### config.mk
export PLATFORM = sky130hd
export DESIGN_NAME = bram_port_arbiter
export DESIGN_NICKNAME = d
export VERILOG_FILES = /design/src/rtl/bram_port_arbiter.sv
export SDC_FILE = /design/constraint.sdc
export NUM_CORES = 1
export LEC_CHECK = 0
export CORE_MARGIN = 3
export CORE_UTILIZATION = 41
export DETAILED_ROUTE_END_ITERATION = 8
export PLACE_DENSITY = 0.82
export SETUP_SLACK_MARGIN = 0.02
export SLEW_MARGIN = 25
export SYNTH_ARGS = -nofsm -noshare
export SYNTH_HDL_FRONTEND = slang
export SYNTH_SLANG_ARGS = --single-unit
export TNS_END_PERCENT = 1
### constraint.sdc
create_clock -name clk -period 3.2 [get_ports clk]
set_input_delay 0.64 -clock clk [delete_from_list [all_inputs] [get_ports clk]]
set_output_delay 0.64 -clock clk [all_outputs]
set_load 0.03 [all_outputs]
### src/rtl/bram_port_arbiter.sv
// bram_port_arbiter: two single-beat requesters share one BRAM port through a round-robin
// arbiter with a registered issue stage. Optional `BRAM_ARB_LOCK_EN adds s0_lock/s1_lock.
module bram_port_arbiter #(
  parameter int ADDR_WIDTH   = 12,
  parameter int DATA_WIDTH   = 32,
  parameter int READ_LATENCY = 2,
  localparam int STROBE_WIDTH = DATA_WIDTH / 8
) (
  input  logic                    clk,
  input  logic                    rst,
  input  logic                    s0_valid,
  output logic                    s0_ready,
  input  logic [ADDR_WIDTH-1:0]   s0_addr,
  input  logic [DATA_WIDTH-1:0]   s0_wdata,
  input  logic [STROBE_WIDTH-1:0] s0_we,
  output logic                    s0_rvalid,
  output logic [DATA_WIDTH-1:0]   s0_rdata,
  input  logic                    s1_valid,
  output logic                    s1_ready,
  input  logic [ADDR_WIDTH-1:0]   s1_addr,
  input  logic [DATA_WIDTH-1:0]   s1_wdata,
  input  logic [STROBE_WIDTH-1:0] s1_we,
  output logic                    s1_rvalid,
  output logic [DATA_WIDTH-1:0]   s1_rdata,
`ifdef BRAM_ARB_LOCK_EN
  input  logic                    s0_lock,
  input  logic                    s1_lock,
`endif
  output logic [ADDR_WIDTH-1:0]   m_addr,
  output logic [DATA_WIDTH-1:0]   m_din,
  input  logic [DATA_WIDTH-1:0]   m_dout,
  output logic                    m_en,
  output logic [STROBE_WIDTH-1:0] m_we
);

  logic rr;
  logic gnt0, gnt1, hs_any, rr_upd;
  logic iss_rd, iss_id;
  logic [READ_LATENCY-1:0] pipe_rd, pipe_id;
  logic [DATA_WIDTH-1:0] rdata0_q, rdata1_q;

`ifdef BRAM_ARB_LOCK_EN
  logic locked, owner, owner_valid, owner_lock, hs_lock;
  assign owner_valid = owner ? s1_valid : s0_valid;
  assign owner_lock  = owner ? s1_lock : s0_lock;
  assign hs_lock     = s1_ready ? s1_lock : s0_lock;
`endif

  always_comb begin
    gnt0 = s0_valid && !(s1_valid && rr);
    gnt1 = s1_valid && !(s0_valid && !rr);
`ifdef BRAM_ARB_LOCK_EN
    // a held lock shuts the non-owner out entirely
    if (locked) begin
      gnt0 = s0_valid && !owner;
      gnt1 = s1_valid && owner;
    end
`endif
  end

  assign s0_ready = gnt0 && !rst;
  assign s1_ready = gnt1 && !rst;
  assign hs_any   = s0_ready || s1_ready;

`ifdef BRAM_ARB_LOCK_EN
  assign rr_upd = hs_any && !(locked && hs_lock);
`else
  assign rr_upd = hs_any;
`endif

  always_ff @(posedge clk) begin
    if (rst) rr <= 1'b0;
    else if (rr_upd) rr <= s0_ready;
  end

`ifdef BRAM_ARB_LOCK_EN
  always_ff @(posedge clk) begin
    if (rst) begin
      locked <= 1'b0;
      owner  <= 1'b0;
    end else if (hs_any) begin
      owner  <= s1_ready;
      locked <= hs_lock;
    end else if (locked && !owner_valid && !owner_lock) begin
      locked <= 1'b0;
    end
  end
`endif

  always_ff @(posedge clk) begin
    if (rst) begin
      m_en   <= 1'b0;
      m_we   <= '0;
      m_addr <= '0;
      m_din  <= '0;
      iss_rd <= 1'b0;
      iss_id <= 1'b0;
    end else begin
      m_en   <= hs_any;
      iss_id <= s1_ready;
      if (s1_ready) begin
        m_addr <= s1_addr;
        m_din  <= s1_wdata;
        m_we   <= s1_we;
        iss_rd <= (s1_we == '0);
      end else if (s0_ready) begin
        m_addr <= s0_addr;
        m_din  <= s0_wdata;
        m_we   <= s0_we;
        iss_rd <= (s0_we == '0);
      end else begin
        m_we   <= '0;
        iss_rd <= 1'b0;
      end
    end
  end

  // bit 0 is the youngest issue; the top bit lines up with RAM dout
  always_ff @(posedge clk) begin
    if (rst) begin
      pipe_rd <= '0;
      pipe_id <= '0;
    end else begin
      pipe_rd <= (pipe_rd << 1) | READ_LATENCY'(iss_rd);
      pipe_id <= (pipe_id << 1) | READ_LATENCY'(iss_id);
    end
  end

  assign s0_rvalid = pipe_rd[READ_LATENCY-1] && !pipe_id[READ_LATENCY-1] && !rst;
  assign s1_rvalid = pipe_rd[READ_LATENCY-1] &&  pipe_id[READ_LATENCY-1] && !rst;
  assign s0_rdata  = s0_rvalid ? m_dout : rdata0_q;
  assign s1_rdata  = s1_rvalid ? m_dout : rdata1_q;

  always_ff @(posedge clk) begin
    if (rst) begin
      rdata0_q <= '0;
      rdata1_q <= '0;
    end else begin
      if (s0_rvalid) rdata0_q <= m_dout;
      if (s1_rvalid) rdata1_q <= m_dout;
    end
  end

endmodule

# Word-level counts from Yosys, hierarchy flattened
# Cells that the tools add are included.
[word_totals]
reg_bits = 120
input_bits = 132
output_inout_bits = 117
wordCells = 42
[op_classes]
mux = 10
n_bitwise = 2
n_reduce_logical = 19
[op_table]
columns = ["cell", "n"]
rows = [
  ["2-to-1 mux 32 bit", 4],
  ["2-to-1 mux 12 bit", 2],
  ["logical AND 1 bit", 10],
  ["logical NOT 4 bit", 2],
  ["2-to-1 mux 4 bit", 2],
  ["logical NOT 1 bit", 5],
  ["bitwise OR 2 x 1 -> 2 bit", 2],
  ["2-to-1 mux 1 bit", 2],
  ["nonzero test 2 bit", 1],
  ["logical OR 1 bit", 1],
]

# Longest topological paths before layout
[depth]
depth_word = 6
depth_mapped = 5

# Worst setup path before layout
# Ideal clock, no wire load.
[synth_path]
path_kind = "input to output"
from = "in rst"
to = "out s0_rdata[22]"
arrival_ps = 1736
required_ps = 2560
path_slack_ps = 824
path_stages = 4
path_buffers = 2
cell_sequence = "buf_6 nor3b_4 buf_6 mux2_2"
[synth_between]
elab_chain_len = 3
[synth_rtl]
columns = ["item", "line_no", "text"]
rows = [
  ["start: declaration", "10", "input logic rst,"],
  ["logical NOT 1 bit", "129", "assign s0_rvalid = pipe_rd[READ_LATENCY-1] && !pipe_id[READ_LATENCY-1] && !rst;"],
  ["logical AND 1 bit", "129", ""],
  ["net s0_rvalid", "16", "output logic s0_rvalid,"],
  ["2-to-1 mux 32 bit", "131", "assign s0_rdata = s0_rvalid ? m_dout : rdata0_q;"],
  ["end: declaration", "17", "output logic [DATA_WIDTH-1:0] s0_rdata,"],
]
# The timed path passes the listed nets, and every way through them passes these cells.

# Worst setup path after layout
[layout_path]
from = "reg pipe_id[1]"
to = "out s1_rdata[26]"
[layout_between]
elab_chain_len = 3
[layout_rtl]
columns = ["item", "line_no", "text"]
rows = [
  ["start: declaration", "39", "logic [READ_LATENCY-1:0] pipe_rd, pipe_id;"],
  ["start signal: assignment", "125", "pipe_id <= (pipe_id << 1) | READ_LATENCY'(iss_id);"],
  ["logical AND 1 bit (2 in a row)", "130", "assign s1_rvalid = pipe_rd[READ_LATENCY-1] && pipe_id[READ_LATENCY-1] && !rst;"],
  ["2-to-1 mux 32 bit", "--", ""],
  ["end: declaration", "24", "output logic [DATA_WIDTH-1:0] s1_rdata,"],
]
# Every way passes these cells.

==> results.toml <==
[synthesis]
synth_commonest_cells = "120 x dfxtp_1, 65 x and2_1, 64 x mux2_2"
syn_nets = 580
yosysWarnings = 0
synth.avg_cell_area_um2 = 11.08
syn_inst = 448
synth_top_area_share_pct = 48.40
yosys.area.top_type = "dfxtp_1"
synth-main-ff-cell = "dfxtp_1"
ys_seq_elements = 120
synthTopCellsByArea = "dfxtp_1 48%, mux2_2 15%, a221o_1 8.9%"
async_flop_share_pct = 0
syn_area_um2 = 4964
synth-seq-area-share_pct = 48.40
synth_edf_count = 0
synth.most_common_cell = "dfxtp_1"
synth_cell_types = 23

[layout]
n_fill_cell = 875
drive_above_1_share_pct = 15.77
stdcell_count = 834
nets = 811
diodes = 0
areaGrowthSynthToFinish_pct = 62.47

[drt]
wl_um = 15180
avgViaCountPerCell = 5.282
wl_per_cell_um = 18.20
drt_first_pass_iters = 4
drc = 0
drtIter0Drc = 213
antenna_left = 0
vias = 4405

[clock_tree]
path_clk_slew_ns = 0.05
cts_tree = "yes"
cts-resized-gates = 0
numCtsBuffers = 17
worst_skew_pair.late_latency_ns = 0.40
cts.path.max_buffers = 2
ctsRootBufferMaster = "clkbuf_16"
postCtsSetupBuffers = 0
cts_hold_buf = 0
clkSinkCount = 120
cts_max_level = 4

[global_routing]
grt_pass1_vias = 4470
grtUsageTotal_pct = 21.85
grt_max_degree = 66
antenna_found_initial = 0
grt_first_pass_wirelength_um = 22760
grt-ovfl-total = 0

[sta]
finalHoldViolCount = 0
fin_crit_ns = 2.960
max_freq_mhz = 337.8
fin_setup_tns_ns = 0
timing.final.crit_share_pct = 92.51
maxSlewHeadroom_pct = 59.95
maxSlewViolCount = 0
setup_viol = 0
clock-skew-final_ns = 0.006006
worstMarginPinSlew_ns = 0.6008
rsz0062_at_grt = "false"

[setup_path]
crit_chain = "nand3b_4 -> mux2_2 -> clkdlybuf4s50_1"
critPathArrivalTime_ns = 2.32
path_delay_family = "buffers and inverters"
worstPathMaxFanout = 33
crit_path_end_kind = "output pin"
crit_buf_inv = 1
crit_type = "reg -> out"
cp.required_ns = 2.56
cpMaxStageDelayCell = "clkdlybuf4s50_1"
rrSetupSlack_ns = 1.63
cpPeakStageDelay_ns = 0.69
startpoint_type = "register"

[run]
max-cap-violations = 0

[floorplanning]
start_util_pct = 42.74
ios = 249
die-area_um2 = 13460
fp.dieH_um = 116.0
die_w_um = 116.0
fp.coreArea_um2 = 11610
rows = 39

[power_and_ir_drop]
leakage_nw = 3.339
powerDensity_nw_per_um2 = 507.1
ir_drop_uv = 295.7

[worst_hold_path]
hp-class = "reg -> reg"

[placement]
dp_hpwl_um = 10760
dpl.cell_count = 803
place.port_buffers = 248
gp_congestion = 0.8260

[status]
outcome = "finished clean"
cell families after synthesis:
kind of cell | share of synthesized area [%]
flops | 48.40
mux | 14.52
buf+inv | 8.445
compound gates | 18.30
simple gates | 10.34
per-layer routing:
layer | up-vias | GRT usage (%) | wire length, um
met3 | 16 | 9.608 | 1515
met1 | 2088 | 23.77 | 5903
met4 | 0 | 7.889 | 238
met5 | - | 0 | 0
met2 | 194 | 37.74 | 7524
li1 | 2107 | - | -
area by class of cell:
cell class	instances	area, um2	share of cell area [%]
Inverter	47	176.4	2.188
Tap cell	143	178.9	2.219
Clock buffer	24	501.7	6.222
Clock inverter	7	115.1	1.427
Timing Repair Buffer	255	2547	31.59
Multi-Input combinational cell	238	2142	26.56
Sequential cell	120	2402	29.79
report_power, final:
part	internal, W	total (W)	switching [W]
logic	0.000284	0.000544	0.000261
clock network	0.00132	0.00197	0.000643
registers	0.00155	0.00158	0.0000298
total	0.00316	0.00409	0.000934
final timing paths:
kind | from | endpoint | depth (start not counted)
min reg2reg | iss_rd | pipe_rd[0] | 1
max | pipe_id[1] | s1_rdata[26] | 3
max reg2reg | rr | m_we[1] | 4
min | iss_rd | pipe_rd[0] | 1
cell usage in the layout (no fill, tap or decap), types with 3 or more instances in the layout:
| cell | n |
|---|---|
| nor2b_1 | 4 |
| a22o_1 | 4 |
| inv_1 | 46 |
| buf_4 | 8 |
| bufinv_16 | 3 |
| a221o_1 | 44 |
| clkbuf_8 | 5 |
| clkdlybuf4s50_1 | 244 |
| mux2_2 | 64 |
| a2111oi_0 | 44 |
| dfxtp_1 | 120 |
| clkbuf_16 | 17 |
| and2_1 | 65 |
metrics by stage:
step / hold slack [ns] / total power, W / cell area [um2] / utilization (%) / setup slack [ns]
CTS: 0.4419 / 0.004137 / 8064 / 69.44 / 0.1756
finish: 0.4355 / 0.004090 / 8064 / 69.44 / 0.2397
detailed placement: 0.4292 / 0.002152 / 7447 / 64.12 / 0.2063
floorplan: 0.4138 / 0.001844 / 4964 / - / 0.8235
global placement: 0.4306 / 0.002144 / 7447 / 64.12 / 0.3183
global route: 0.4595 / 0.004238 / 8064 / 69.44 / 0.1516
state kept, by name, indices dropped and copies added (netlist names):
register,flops
m_din,32
rdata0_q,32
rdata1_q,32
m_addr,12
m_we,4
pipe_id,2
pipe_rd,2
iss_id,1
iss_rd,1
m_en,1
rr,1
(Power assumes the default switching activity.)
